**src/rtl/button_event_detector.sv**
```systemverilog
// button_event_detector
//   Turns the debounced button level into single-cycle event strobes
//   (press, release, long-press, auto-repeat), a held level and a wrapping
//   8-bit press counter. All outputs come straight from flops.
//
// Ports:
//   clk_25M           in   system clock
//   reset_n           in   asynchronous active-low reset
//   btn_level         in   debounced button level, 1 = pressed
//   press_pulse       out  one-cycle strobe on press
//   release_pulse     out  one-cycle strobe on release
//   long_press_pulse  out  one-cycle strobe after LONG_COUNT cycles of hold
//   repeat_pulse      out  one-cycle strobe every REPEAT_COUNT cycles in long hold
//   held              out  1 while the button is considered held
//   press_count       out  presses since reset, wraps at 256
module button_event_detector #(
   parameter int unsigned LONG_COUNT   = 25_000_000,
   parameter int unsigned REPEAT_COUNT = 5_000_000,
   parameter int unsigned CNT_W        = 25
) (
   input  logic       clk_25M,
   input  logic       reset_n,
   input  logic       btn_level,
   output logic       press_pulse,
   output logic       release_pulse,
   output logic       long_press_pulse,
   output logic       repeat_pulse,
   output logic       held,
   output logic [7:0] press_count
);

   localparam int unsigned PCNT_W = 8;
   localparam logic [CNT_W-1:0] LONG_TC   = CNT_W'(LONG_COUNT - 1);
   localparam logic [CNT_W-1:0] REPEAT_TC = CNT_W'(REPEAT_COUNT - 1);

   typedef enum logic [1:0] {
      ST_IDLE    = 2'd0,
      ST_PRESSED = 2'd1,
      ST_LONG    = 2'd2
   } state_e;

   state_e              state_q, state_d;
   logic [CNT_W-1:0]    cnt_q, cnt_d;
   logic [PCNT_W-1:0]   press_count_q, press_count_d;
   logic                press_q, press_d;
   logic                release_q, release_d;
   logic                long_q, long_d;
   logic                repeat_q, repeat_d;
   logic                held_q, held_d;

   // State register and registered outputs
   always_ff @(posedge clk_25M or negedge reset_n) begin
      if (!reset_n) begin
         state_q       <= ST_IDLE;
         cnt_q         <= '0;
         press_count_q <= '0;
         press_q       <= 1'b0;
         release_q     <= 1'b0;
         long_q        <= 1'b0;
         repeat_q      <= 1'b0;
         held_q        <= 1'b0;
      end else begin
         state_q       <= state_d;
         cnt_q         <= cnt_d;
         press_count_q <= press_count_d;
         press_q       <= press_d;
         release_q     <= release_d;
         long_q        <= long_d;
         repeat_q      <= repeat_d;
         held_q        <= held_d;
      end
   end

   // Next-state and pulse logic; release has priority over terminal counts
   always_comb begin
      state_d       = state_q;
      cnt_d         = cnt_q;
      press_count_d = press_count_q;
      press_d       = 1'b0;
      release_d     = 1'b0;
      long_d        = 1'b0;
      repeat_d      = 1'b0;

      case (state_q)
         ST_IDLE: begin
            if (btn_level) begin
               state_d       = ST_PRESSED;
               cnt_d         = '0;
               press_count_d = press_count_q + PCNT_W'(1);
               press_d       = 1'b1;
            end
         end
         ST_PRESSED: begin
            if (!btn_level) begin
               state_d   = ST_IDLE;
               cnt_d     = '0;
               release_d = 1'b1;
            end else if (cnt_q == LONG_TC) begin
               state_d = ST_LONG;
               cnt_d   = '0;
               long_d  = 1'b1;
            end else begin
               cnt_d = cnt_q + CNT_W'(1);
            end
         end
         ST_LONG: begin
            if (!btn_level) begin
               state_d   = ST_IDLE;
               cnt_d     = '0;
               release_d = 1'b1;
            end else if (cnt_q == REPEAT_TC) begin
               cnt_d    = '0;
               repeat_d = 1'b1;
            end else begin
               cnt_d = cnt_q + CNT_W'(1);
            end
         end
         default: begin
            state_d = ST_IDLE;
            cnt_d   = '0;
         end
      endcase

      // held mirrors the state the FSM enters on this edge
      held_d = (state_d != ST_IDLE);
   end

   assign press_pulse      = press_q;
   assign release_pulse    = release_q;
   assign long_press_pulse = long_q;
   assign repeat_pulse     = repeat_q;
   assign held             = held_q;
   assign press_count      = press_count_q;

endmodule

```
**config.mk**
```make
export PLATFORM = sky130hd
export DESIGN_NAME = button_event_detector
export DESIGN_NICKNAME = d
export VERILOG_FILES = /design/src/rtl/button_event_detector.sv
export SDC_FILE = /design/constraint.sdc
export NUM_CORES = 1
export LEC_CHECK = 0
export CAP_MARGIN = 10
export CORE_ASPECT_RATIO = 0.8
export CORE_MARGIN = 2
export CORE_UTILIZATION = 53
export CTS_BUF_LIST = sky130_fd_sc_hd__clkbuf_16
export CTS_CLUSTER_SIZE = 16
export DETAILED_ROUTE_END_ITERATION = 8
export GPL_ROUTABILITY_DRIVEN = 0
export PLACE_DENSITY = 0.76
export SYNTH_ARGS = -nofsm -noshare
export SYNTH_HDL_FRONTEND = slang
export SYNTH_SLANG_ARGS = --single-unit
```
**constraint.sdc**
```tcl
create_clock -name clk_25M -period 2 [get_ports clk_25M]
set_input_delay 0.3 -clock clk_25M [delete_from_list [all_inputs] [get_ports clk_25M]]
set_output_delay 0.3 -clock clk_25M [all_outputs]
set_load 0.03 [all_outputs]
```
======== After elaboration in Yosys (flattened, before gate mapping) ========
Index checks and enable logic that the tools add are counted.
operators by class
  equality and inequality tests ........... 5
  muxes and demuxes ....................... 21
  $add $sub $neg .......................... 2
  reduce and logical (&&, ||, !) cells .... 4
operators with widths
  kind                   number
  $mux 25                5
  $pmux 25 s3            1
  $add 25x1->25 const B  1
  $eq 25x23->1 const B   1
  $eq 25x25->1 const B   1
  $mux 1                 10
  $add 8x1->8 const B    1
  $mux 2                 4
  $pmux 2 s3             1
  $eq 2x1->1 const B     1
  $eq 2x2->1 const B     1
  $logic_not 2->1        1
  $ne 2x2->1 const B     1
  $reduce_and 2->1       1
  $reduce_bool 2->1      1
  $reduce_or 2->1        1
storage, ports and cells
  word-level logic and storage cells ...... 40
  input port bits ......................... 3
  register bits ........................... 40

======== Depth between registers and ports, before layout ========
Gate-level depths: netlist of run 1.
  depth in word-level cells ............... 5
  gate-level depth with buffers ........... 8

======== Worst setup path before layout of run 1 ========
Ideal clock, no wire load.
  kind .................................... reg2reg
  from .................................... reg cnt_q[13]
  to ...................................... reg cnt_q[10]
  clock period less this slack ............ 1.901 ns
  data required time ...................... 1.875 ns
  stages on the path, launching flop included .. 8
  setup time .............................. 0.125 ns
  path slack .............................. 0.099 ns
  arrival ................................. 1.776 ns
  cell sequence ........................... dfrtp_1 -> or4_4 -> nor4_4 -> a21boi_2 -> buf_6 -> buf_8 -> o221ai_1 -> nand2_1
on the way
  cells in the longest elaborated chain, start to end .. 4
  elaborated cells on any way between the ends .. 7
  those cells by class .................... eq/ne: 2; mux: 5
RTL lines
  item                                                 RTL line  source
  from (decl)                                          43        logic [CNT_W-1:0] cnt_q, cnt_d;
  from (signal assigned)                               64        cnt_q <= cnt_d;
  $eq 25x23->1 / $eq 25x25->1 (equally long branches)  111, 98
  $mux 25, on equally long branches                    111, 98
  $mux 25, on equally long branches                    107, 94
  $pmux 25 s3 (*)                                      84        case (state_q)
Mark *: on every way between the ends. The rest lies on a longest branch, timed or not.
A chain may end at the register's enable or synchronous reset.

======== Worst setup path after layout of run 1 ========
  from .................................... reg cnt_q[23]
  to ...................................... reg cnt_q[18]
Same word-level chain as after synthesis.

==> results.py, run 1 <==
metrics = {
    "sta": {
        "worst_slew_pin_slew_ns": 0.475,
        "slew_violations": 0,
        "rsz0062_at_grt": "no",
        "finalCriticalPeriod_ns": 1.94,
        "fin_skew_ns": 0.00540,
        "clock.fmax_mhz": 514,
        "hold_viol": 0,
        "finalSetupViolCount": 0,
        "fin_tns_setup_ns": 0,
        "timing.final.crit_share": 0.972,
        "slew_headroom": 0.681,
    },
    "finish": {
        "area_delta_synth_final_pct": 28.2,
        "final_nets": 314,
        "drive_gt1_frac": 0.212,
        "final_cells": 363,
        "fin_util": 0.725,
        "fillers": 278,
        "n_antenna_cell": 0,
    },
    "critical_path": {
        "crit-reg2reg-launch": "cnt_q[23]",
        "cp.required_ns": 2.16,
        "path_max_fanout": 9,
        "cp-end-kind": "flip-flop",
        "reg2reg_setup_slack_ns": 0.06,
        "start_kind": "flip-flop",
        "critical_path_class": "reg2reg",
        "arrival_ns": 2.10,
        "cp-startpoint": "cnt_q[23]",
    },
    "die": {
        "start_util": 0.566,
        "fp.dieH_um": 64.5,
        "fp-row-count": 21,
        "io_pins": 16,
        "fp.coreArea_um2": 4280,
        "dieArea_um2": 5130,
        "die_x_um": 79.6,
    },
    "routing": {
        "drt-initial-drc-count": 203,
        "wire_per_inst_um": 17.1,
        "drc": 0,
        "firstDrtPassIters": 5,
        "wl_mm": 6.22,
        "ant_nets": 0,
        "vias_per_cell": 5.99,
        "vias": 2173,
    },
    "clock_network": {
        "clock_sinks": 40,
        "cts_tree": "done",
        "clk_pin_slew_ns": 0.06,
        "clockRootBuffer": "clkbuf_16",
        "h-tree-depth": 2,
        "cts_made_buffers": 5,
        "worstSkewPairLatency_ns": 0.28,
        "cts_buffer_depth": 2,
    },
    "global_route": {
        "grt_max_degree": 30,
        "antenna_found_initial": 0,
        "grt_pass1_vias": 2093,
        "grt-ovfl-total": 0,
        "grt.total_usage": 0.257,
        "grt_first_pass_wirelength_mm": 10.2,
    },
    "hold_path": {
        "hold_start": "press_count[7]",
        "hold_path_class": "reg2reg",
    },
    "synthesis": {
        "yosysWarnings": 0,
        "synth_edf_count": 0,
        "ys_types": 52,
        "async_flop_share": 1.00,
        "synth_top_area_share": 0.413,
        "netlist_area_um2": 2420,
        "yosysMostFrequentCell": "nand2_1",
        "netlist_instances": 260,
        "ys_top_cells_by_area": "dfrtp_1 41%, nand2_1 8.2%, ha_1 3.1%",
        "yosys-top-cells-count": "53 x nand2_1, 40 x dfrtp_1, 13 x nand3_1, 10 x nor2_1, 9 x inv_1",
        "syn_area_per_cell_um2": 9.32,
        "yosys_most_used_dff": "dfrtp_1",
        "synth_seq_cells": 40,
        "ys_seq_area_frac": 0.413,
        "synth_top_area_cell": "dfrtp_1",
        "synthesis.nets": 269,
    },
    "status": {
        "status": "complete, no violations",
    },
    "place": {
        "hpwl_mm": 4.01,
        "io_buffers": 15,
        "dp_cells": 349,
    },
    "power": {
        "powerDensity_nw_per_um2": 903,
        "ir_drop_mv": 0.726,
        "p_leak_nw": 1.32,
    },
    "job": {
        "maxCapViolCount": 0,
    },
}
[critical path, stage by stage (launching register included)]
cell and delay [ns]:
dfrtp_1 0.43, nand4bb_1 0.27, nor4_4 0.32, buf_6 0.17, a21oi_4 0.08, clkbuf_4 0.25
o221ai_1 0.21, nand2_1 0.09
[where the power goes]
group | internal [mW] | total [mW] | switching (mW)
Clock | 0.580 | 0.894 | 0.314
Sequential | 0.905 | 0.994 | 0.0890
Combinational | 0.355 | 0.916 | 0.560
[per-layer routing]
| layer | vias up | GRT usage | routed length, um |
|---|---|---|---|
| met4 | 0 | 0.101 | 78 |
| met1 | 1031 | 0.360 | 2880 |
| met3 | 8 | 0.0529 | 428 |
| met2 | 93 | 0.392 | 2840 |
| met5 | - | 0 | 0 |
| li1 | 1041 | - | - |
[cell usage in the layout, fill, tap and decap left out, types with 7 or more instances in the layout]
master           netlist  layout
o211ai_1               8       8
nand2_1               53      53
inv_1                  9       9
nand3_1               13      12
xnor2_1                8       8
nor2_1                10      10
clkdlybuf4s50_1        0      14
and3_1                 7       7
dfrtp_1               40      40
o221ai_1               8       8
buf_4                  0      30
nor3_1                 7       7
[kinds of logic (layout without fill, tap and decap cells)]
family | after synthesis | after routing | share of synthesized area
and+or+nand+nor | 131 | 131 | 0.296
AOI/OAI and AO/OA | 47 | 47 | 0.162
DFF | 40 | 40 | 0.413
buffers and inverters | 23 | 69 | 0.0491
xor gates and xnor gates | 10 | 10 | 0.0362
adders and majority gates | 6 | 6 | 0.0310
muxes | 3 | 3 | 0.0129
[final cells by class]
class	count	area, um^2	share of cell area
clock inverter	3	37.5	0.0121
tap	57	71.3	0.0230
multi-input combinational	197	1370	0.440
sequential	40	1000	0.322
clock buffer	5	125	0.0403
inverter	9	33.8	0.0109
timing repair buffer	52	470	0.152
[path summary, 6_finish.rpt]
path / to / cells past startpoint
worst min register to register: press_count[7] / 1
max in group asynchronous: long_press_pulse / 3
worst max register to register: cnt_q[18] / 7
worst max-delay path: cnt_q[18] / 7
min in group asynchronous: cnt_q[6] / 2
worst min-delay path: press_count[7] / 1
[sequential cells by signal (all words and copies together), names as in the netlist]
register and count:
cnt_q 25, press_count 8, state_q 2, held 1, long_press_pulse 1, press_pulse 1
release_pulse 1, repeat_pulse 1
[metrics by stage]
| stage | hold WS, ns | instance area, um^2 | power [mW] | worst slack, ns |
|---|---|---|---|---|
| floorplan | 0.00441 | 2420 | 1.53 | 0.0989 |
| global placement | 0.284 | 2830 | 1.83 | 0.0428 |
| detailed placement | 0.283 | 2830 | 1.85 | -0.000196 |
| CTS | 0.475 | 3030 | 2.77 | 0.0161 |
| global route | 0.504 | 3100 | 2.92 | 0.00338 |
| finish | 0.468 | 3100 | 2.80 | 0.0550 |
[what timing repair did]
item                                    in CTS  in global routing
gates resized for setup                      2                  9
endpoints found under the setup margin       2                 23
hold buffers                                 1                  0
cloned                                       0                  1
endpoints found under the hold margin       19                  0
pin swaps                                    2                  3
buffers inserted                             2                  2
No activity file was read; power rests on OpenSTA's default activity.
==> run 2: changes to the inputs <==
--- a/config.mk
+++ b/config.mk
@@ -13,6 +13,7 @@
 export CTS_CLUSTER_SIZE = 16
 export DETAILED_ROUTE_END_ITERATION = 8
 export GPL_ROUTABILITY_DRIVEN = 0
+export HOLD_SLACK_MARGIN = 0.1
 export PLACE_DENSITY = 0.76
 export SYNTH_ARGS = -nofsm -noshare
 export SYNTH_HDL_FRONTEND = slang
==> results of run 2 <==
The final DEF is identical to that of run 1; final timing and power are the same.
